**config.mk**
```make
export PLATFORM = sky130hd
export DESIGN_NAME = gp_reg_pair_flat
export DESIGN_NICKNAME = d
export VERILOG_FILES = /design/src/rtl/gp_reg_pkg.sv /design/src/rtl/gp_reg_pair_if.sv /design/src/rtl/gp_count_reg.sv /design/src/rtl/gp_reg_pair.sv /design/src/flat_wrapper.sv
export SDC_FILE = /design/constraint.sdc
export NUM_CORES = 1
export LEC_CHECK = 0
export ABC_AREA = 1
export ABC_CLOCK_PERIOD_IN_PS = 5300
export BUFFER_PORTS_ARGS = -buffer_cell sky130_fd_sc_hd__buf_2
export CORE_ASPECT_RATIO = 0.7
export CORE_UTILIZATION = 58
export CTS_BUF_LIST = sky130_fd_sc_hd__clkbuf_8
export CTS_CLUSTER_SIZE = 40
export DETAILED_ROUTE_END_ITERATION = 6
export GPL_TIMING_DRIVEN = 0
export HOLD_SLACK_MARGIN = 0.1
export PLACE_DENSITY = 0.87
export SLEW_MARGIN = 40
export SYNTH_ARGS = -nofsm -noshare
export SYNTH_HDL_FRONTEND = slang
export SYNTH_SLANG_ARGS = --single-unit
```
**constraint.sdc**
```tcl
create_clock -name clk -period 5.3 [get_ports clk]
set_input_delay 0.53 -clock clk [delete_from_list [all_inputs] [get_ports clk]]
set_output_delay 0.53 -clock clk [all_outputs]
set_load 0.005 [all_outputs]
```
**src/rtl/gp_reg_pkg.sv**
```systemverilog
// Shared definitions for the R1/R2 general-purpose register pair and the
// B-bus read selector that consumes them.
package gp_reg_pkg;

    localparam int   DATA_W = 8;

    // write_addr encoding, shared with the B-bus selector
    localparam logic REG_R1 = 1'b0;
    localparam logic REG_R2 = 1'b1;

    // Resolved per-register command for one cycle
    typedef enum logic [1:0] {
        CMD_HOLD = 2'd0,
        CMD_INC  = 2'd1,
        CMD_LOAD = 2'd2,
        CMD_CLR  = 2'd3
    } reg_cmd_e;

    // Fixed priority: clear beats load beats increment beats hold
    function automatic reg_cmd_e resolve_cmd(input logic clr, input logic load, input logic inc);
        reg_cmd_e cmd;
        if (clr)       cmd = CMD_CLR;
        else if (load) cmd = CMD_LOAD;
        else if (inc)  cmd = CMD_INC;
        else           cmd = CMD_HOLD;
        return cmd;
    endfunction

endpackage

```
**src/rtl/gp_reg_pair_if.sv**
```systemverilog
// Command/status bundle between the datapath control and the R1/R2 pair.
interface gp_reg_pair_if
    import gp_reg_pkg::*;
#(
    parameter int WIDTH = DATA_W
) ();

    logic [WIDTH-1:0] c_bus;
    logic             write_en;
    logic             write_addr;
    logic [1:0]       clr;
    logic [1:0]       inc;
    logic             chain_en;

    logic [WIDTH-1:0] R1;
    logic [WIDTH-1:0] R2;
    logic             z1;
    logic             z2;
    logic             r1_wrap;
    logic             r2_wrap;

    // Controller side: issues commands, observes register state
    modport master (
        output c_bus, write_en, write_addr, clr, inc, chain_en,
        input  R1, R2, z1, z2, r1_wrap, r2_wrap
    );

    // Register pair side
    modport slave (
        input  c_bus, write_en, write_addr, clr, inc, chain_en,
        output R1, R2, z1, z2, r1_wrap, r2_wrap
    );

endinterface

```
**src/rtl/gp_count_reg.sv**
```systemverilog
// Single clear/load/increment register with terminal count. Incrementing at
// MAX returns to 0 and raises a one-cycle wrap pulse; values loaded above MAX
// count modulo 2^WIDTH without pulsing.
module gp_count_reg
    import gp_reg_pkg::*;
#(
    parameter int WIDTH = DATA_W,
    parameter int MAX   = 255
) (
    input  logic             clk,
    input  logic             rst_n,
    input  reg_cmd_e         i_cmd,
    input  logic [WIDTH-1:0] i_data,
    output logic [WIDTH-1:0] o_q,
    output logic             o_zero,
    output logic             o_at_max,
    output logic             o_wrap
);

    localparam logic [WIDTH-1:0] MAX_V = WIDTH'(MAX);

    logic [WIDTH-1:0] r_q;
    logic             r_wrap;

    // Register update; wrap pulse only from an accepted increment at MAX
    always_ff @(posedge clk) begin
        if (!rst_n) begin
            r_q    <= '0;
            r_wrap <= 1'b0;
        end else begin
            r_wrap <= 1'b0;
            unique case (i_cmd)
                CMD_CLR:  r_q <= '0;
                CMD_LOAD: r_q <= i_data;
                CMD_INC: begin
                    if (r_q == MAX_V) begin
                        r_q    <= '0;
                        r_wrap <= 1'b1;
                    end else begin
                        r_q <= r_q + WIDTH'(1);
                    end
                end
                CMD_HOLD: r_q <= r_q;
            endcase
        end
    end

    assign o_q      = r_q;
    assign o_zero   = (r_q == '0);
    assign o_at_max = (r_q == MAX_V);
    assign o_wrap   = r_wrap;

endmodule

```
**src/rtl/gp_reg_pair.sv**
```systemverilog
// R1/R2 general-purpose register pair. R1 can cascade its wrap into R2 to
// build a nested column/row scan; the cascade looks at R1 before the edge.
module gp_reg_pair
    import gp_reg_pkg::*;
#(
    parameter int WIDTH  = DATA_W,
    parameter int R1_MAX = 255,
    parameter int R2_MAX = 255
) (
    input  logic         clk,
    input  logic         rst_n,
    gp_reg_pair_if.slave bus
);

    reg_cmd_e         w_r1_cmd;
    reg_cmd_e         w_r2_cmd;
    logic             w_r1_at_max;
    logic             w_r2_at_max;
    logic             w_cascade;
    logic [WIDTH-1:0] w_r1;
    logic [WIDTH-1:0] w_r2;
    logic             w_z1;
    logic             w_z2;
    logic             w_r1_wrap;
    logic             w_r2_wrap;

    // Command resolution and cascade: R2 sees a single increment even when
    // inc[1] and the R1 wrap fire together; a clear/load of R1 kills the cascade
    always_comb begin
        w_r1_cmd  = resolve_cmd(bus.clr[0], bus.write_en && (bus.write_addr == REG_R1), bus.inc[0]);
        w_cascade = bus.chain_en && (w_r1_cmd == CMD_INC) && w_r1_at_max;
        w_r2_cmd  = resolve_cmd(bus.clr[1], bus.write_en && (bus.write_addr == REG_R2),
                                bus.inc[1] || w_cascade);
    end

    gp_count_reg #(
        .WIDTH (WIDTH),
        .MAX   (R1_MAX)
    ) u_r1 (
        .clk      (clk),
        .rst_n    (rst_n),
        .i_cmd    (w_r1_cmd),
        .i_data   (bus.c_bus),
        .o_q      (w_r1),
        .o_zero   (w_z1),
        .o_at_max (w_r1_at_max),
        .o_wrap   (w_r1_wrap)
    );

    gp_count_reg #(
        .WIDTH (WIDTH),
        .MAX   (R2_MAX)
    ) u_r2 (
        .clk      (clk),
        .rst_n    (rst_n),
        .i_cmd    (w_r2_cmd),
        .i_data   (bus.c_bus),
        .o_q      (w_r2),
        .o_zero   (w_z2),
        .o_at_max (w_r2_at_max),
        .o_wrap   (w_r2_wrap)
    );

    // R2 terminal count only matters inside u_r2; kept visible for debug
    logic w_unused;
    assign w_unused = w_r2_at_max;

    assign bus.R1      = w_r1;
    assign bus.R2      = w_r2;
    assign bus.z1      = w_z1;
    assign bus.z2      = w_z2;
    assign bus.r1_wrap = w_r1_wrap;
    assign bus.r2_wrap = w_r2_wrap;

endmodule

```
**src/flat_wrapper.sv**
```systemverilog
// flat-port wrapper written by rule: the top's interface ports become plain ports
module gp_reg_pair_flat import gp_reg_pkg::*;
#(
    parameter int WIDTH  = DATA_W,
    parameter int R1_MAX = 255,
    parameter int R2_MAX = 255
)
  (clk, rst_n, bus_c_bus, bus_write_en, bus_write_addr, bus_clr, bus_inc, bus_chain_en, bus_R1, bus_R2, bus_z1, bus_z2, bus_r1_wrap, bus_r2_wrap);
  gp_reg_pair_if #(.WIDTH(WIDTH)) bus_i ();
  input  logic clk;
  input  logic rst_n;
  input wire logic [$bits(bus_i.c_bus)-1:0] bus_c_bus;
  input wire logic [$bits(bus_i.write_en)-1:0] bus_write_en;
  input wire logic [$bits(bus_i.write_addr)-1:0] bus_write_addr;
  input wire logic [$bits(bus_i.clr)-1:0] bus_clr;
  input wire logic [$bits(bus_i.inc)-1:0] bus_inc;
  input wire logic [$bits(bus_i.chain_en)-1:0] bus_chain_en;
  output wire logic [$bits(bus_i.R1)-1:0] bus_R1;
  output wire logic [$bits(bus_i.R2)-1:0] bus_R2;
  output wire logic [$bits(bus_i.z1)-1:0] bus_z1;
  output wire logic [$bits(bus_i.z2)-1:0] bus_z2;
  output wire logic [$bits(bus_i.r1_wrap)-1:0] bus_r1_wrap;
  output wire logic [$bits(bus_i.r2_wrap)-1:0] bus_r2_wrap;
  assign bus_i.c_bus = bus_c_bus;
  assign bus_i.write_en = bus_write_en;
  assign bus_i.write_addr = bus_write_addr;
  assign bus_i.clr = bus_clr;
  assign bus_i.inc = bus_inc;
  assign bus_i.chain_en = bus_chain_en;
  assign bus_R1 = bus_i.R1;
  assign bus_R2 = bus_i.R2;
  assign bus_z1 = bus_i.z1;
  assign bus_z2 = bus_i.z2;
  assign bus_r1_wrap = bus_i.r1_wrap;
  assign bus_r2_wrap = bus_i.r2_wrap;
  gp_reg_pair #(.WIDTH(WIDTH), .R1_MAX(R1_MAX), .R2_MAX(R2_MAX)) u_core (.clk(clk), .rst_n(rst_n), .bus(bus_i));
endmodule
```
==> flow_metrics.env <==
export IMPL_cts_sink_count=18
export IMPL_dr_pass1_iters=4
export IMPL_cts_made_buffers=3
export IMPL_outcome="completed"
export IMPL_leakagePower_nw=0.7433
export IMPL_drc=0
export IMPL_ios=37
export IMPL_yosysWarnings=0
export IMPL_critPathTopFamily="simple AND/OR/NAND/NOR gates"
export IMPL_grt_max_degree=11
export IMPL_synth_seq_cells=18
export IMPL_die_h_um=41.92
export IMPL_num_rows=14
export IMPL_synth_nets=249
export IMPL_skew_ns=0.006855
export IMPL_cts_hold_buf=0
export IMPL_detail_route_antenna_nets=0
export IMPL_synth_top_area_cell="nand2_1"
export IMPL_synthCells=222
export IMPL_crit_top_cell="a21oi_1"
export IMPL_nets=290
export IMPL_layout_drive_gt1_share_pct=18.32
export IMPL_finalCriticalPeriod_ns=2.681
export IMPL_ys_seq_area_share_pct=27.30
export IMPL_relSlewSlack_pct=61.42
export IMPL_drtIter0Drc=119
export IMPL_start_util_pct=61.27
export IMPL_wl_um=3311
export IMPL_cts_setup_buffers=0
export IMPL_max_freq_mhz=372.9
export IMPL_path_class="input port to register"
export IMPL_cts_resized_gates=0
export IMPL_grt_overflow=0
export IMPL_core_area_sq_mm=0.002155
export IMPL_syn_area_sq_mm=0.001320
export IMPL_ys_top_cells_by_area="nand2_1 (28%), dfxtp_1 (27%), ha_1 (9.5%)"
export IMPL_crit_arrival_ns=2.80
export IMPL_synth_cell_types=23
export IMPL_cp_required_ns=5.42
export IMPL_cp_max_fo=9
export IMPL_antenna_found_initial=0
export IMPL_grt_pass1_wl_um=5423
export IMPL_vias=1482
export IMPL_grt_pass1_vias=1197
export IMPL_htree_levels=1
export IMPL_syn_avg_cell_area_sq_um=5.946
export IMPL_setup_violations_final=0
export IMPL_hpwl_um=2535
export IMPL_viasPerCell=5.041
export IMPL_fin_crit_sh_pct=50.59
export IMPL_rsz0062_at_grt="false"
export IMPL_area_growth_syn_to_layout_pct=20.85
export IMPL_layout_commonest_cell="nand2_1"
export IMPL_clk_latency_ns=0.26
export IMPL_setup_tns_ns=0
export IMPL_crit_path_top_delay_cell="clkbuf_1"
export IMPL_gr_usage_all_layers_pct=29.22
export IMPL_worst_setup_path_start_kind="input port"
export IMPL_critical_path_buf_inv_count=4
export IMPL_cts_tree="done"
export IMPL_layout_common_cells="nand2_1 (97), buf_2 (36), inv_1 (23)"
export IMPL_ir_worst_vdd_mv=0.1385
export IMPL_hold_viol_final=0
export IMPL_tightest_slew_ns=0.5765
export IMPL_fin_ws_ns=2.619
export IMPL_clkTransAtPathRegs_ns=0.07
export IMPL_path_cells="buf_2, nor2_1, inv_1, a21oi_1, inv_1, ha_1, nand4_1, nand2_1, a21oi_1, ha_1, clkbuf_1, nor2_1, nand2_1, a21oi_1"
export IMPL_dp_worst_setup_slack_ns=2.450
export IMPL_min_path_type="register to register"
export IMPL_dieArea_sq_mm=0.002474
export IMPL_fp_dieW_um=59.02
export IMPL_critPathCaptureType="register"
export IMPL_cp_slowest_stage_delay_ns=0.35
export IMPL_gp_congestion=0.9530
export IMPL_cts_root_buf="clkbuf_8"
export IMPL_port_buffers=36
export IMPL_clockBufferDepth=2
export IMPL_yosysTopAreaCellShare_pct=27.58
export IMPL_drv_cap=0
export IMPL_p_per_area_mw_per_mm2=196.4
export IMPL_antenna_cells=0
export IMPL_wl_per_cell_um=11.26
export IMPL_maxSlewViolCount=0
## metrics by stage
stage | hold WS (ns) | cells | cell area (sq um) | total power [mW] | util (%)
6_report | 0.5055 | 294 | 1595 | 0.3133 | 74.04
4_1_cts | 0.5057 | 294 | 1595 | 0.3119 | 74.04
5_1_grt | 0.5517 | 294 | 1595 | 0.3281 | 74.04
2_1_floorplan | 0.4871 | 222 | 1320 | 0.1781 | -
3_5_place_dp | 0.4959 | 290 | 1540 | 0.1996 | 71.49
3_3_place_gp | 0.4931 | 290 | 1540 | 0.1987 | 71.49
## cells in the mapped netlist
cell type / n
nand3_1: 3
a21oi_1: 20
buf_1: 1
nor4_1: 3
o21ai_1: 5
xor2_1: 1
a22o_1: 1
clkinv_1: 1
nor2_1: 16
nor3_1: 1
nand4_1: 2
nor2_2: 3
dfxtp_1: 18
clkbuf_1: 4
o21ai_0: 5
a21oi_2: 2
and3_1: 1
inv_1: 23
nand3_2: 1
nand2_1: 97
nand2_2: 2
xnor2_1: 2
ha_1: 10
## cell families (layout without fill, tap and decap cells)
kind of cell / after synthesis / after routing / synth area share (%)
flip-flops: 18 / 18 / 27.30
AO/OA/AOI/OAI: 33 / 33 / 13.36
adder cells (fa/ha/maj): 10 / 10 / 9.479
buffers and inverters: 29 / 69 / 8.245
AND/OR/NAND/NOR: 129 / 129 / 39.62
XOR/XNOR: 3 / 3 / 1.991
## report_power, final
group	switching, mW	internal, mW	total, mW
Clock	0.0490	0.0662	0.115
Sequential	0.00483	0.138	0.143
Combinational	0.0345	0.0205	0.0550
Total	0.0883	0.225	0.313
## state kept, by name, summed over array words and instances (netlist names)
signal / cells
u_core.u_r2.o_q: 8
u_core.u_r1.o_q: 8
u_core.u_r1.o_wrap: 1
u_core.u_r2.o_wrap: 1
## path summary, 6_finish.rpt
path,from,endpoint,slack [ns],cells after the start
worst min-delay path,u_core.u_r1.o_q[3],u_core.u_r1.o_q[3],0.51,2
worst max-delay path,bus_write_addr,u_core.u_r2.o_q[6],2.62,14
worst min register to register,u_core.u_r1.o_q[3],u_core.u_r1.o_q[3],0.51,2
worst max register to register,u_core.u_r1.o_q[1],u_core.u_r2.o_q[6],2.66,11
## per-layer routing
| metal | GRT usage, % | part of all wire, % | up-vias |
|---|---|---|---|
| met5 | 0 | 0 | - |
| met4 | 3.810 | 0.33 | 0 |
| met3 | 8.100 | 7.7 | 3 |
| met2 | 39.77 | 40 | 54 |
| met1 | 46.03 | 52 | 649 |
| li1 | - | - | 776 |
## tightest hold or removal path, delay by kind of cell (launching register included)
| family | cells | cell delay (ns) |
|---|---|---|
| DFF | 1 | 0.33 |
| and+or+nand+nor | 1 | 0.07 |
| AOI/OAI and AO/OA | 1 | 0.06 |
## layout make-up
class | instances | area, sq um
plain buffers | 5 | 18.77
clock buffers | 4 | 55.05
fillers | 207 | 559.3
inverters | 24 | 90.09
multi-input cells | 175 | 850.8
flip-flops and latches | 18 | 360.3
well taps | 32 | 40.04
repair buffers | 36 | 180.2
Note: power is estimated with default switching activity, not from simulation.
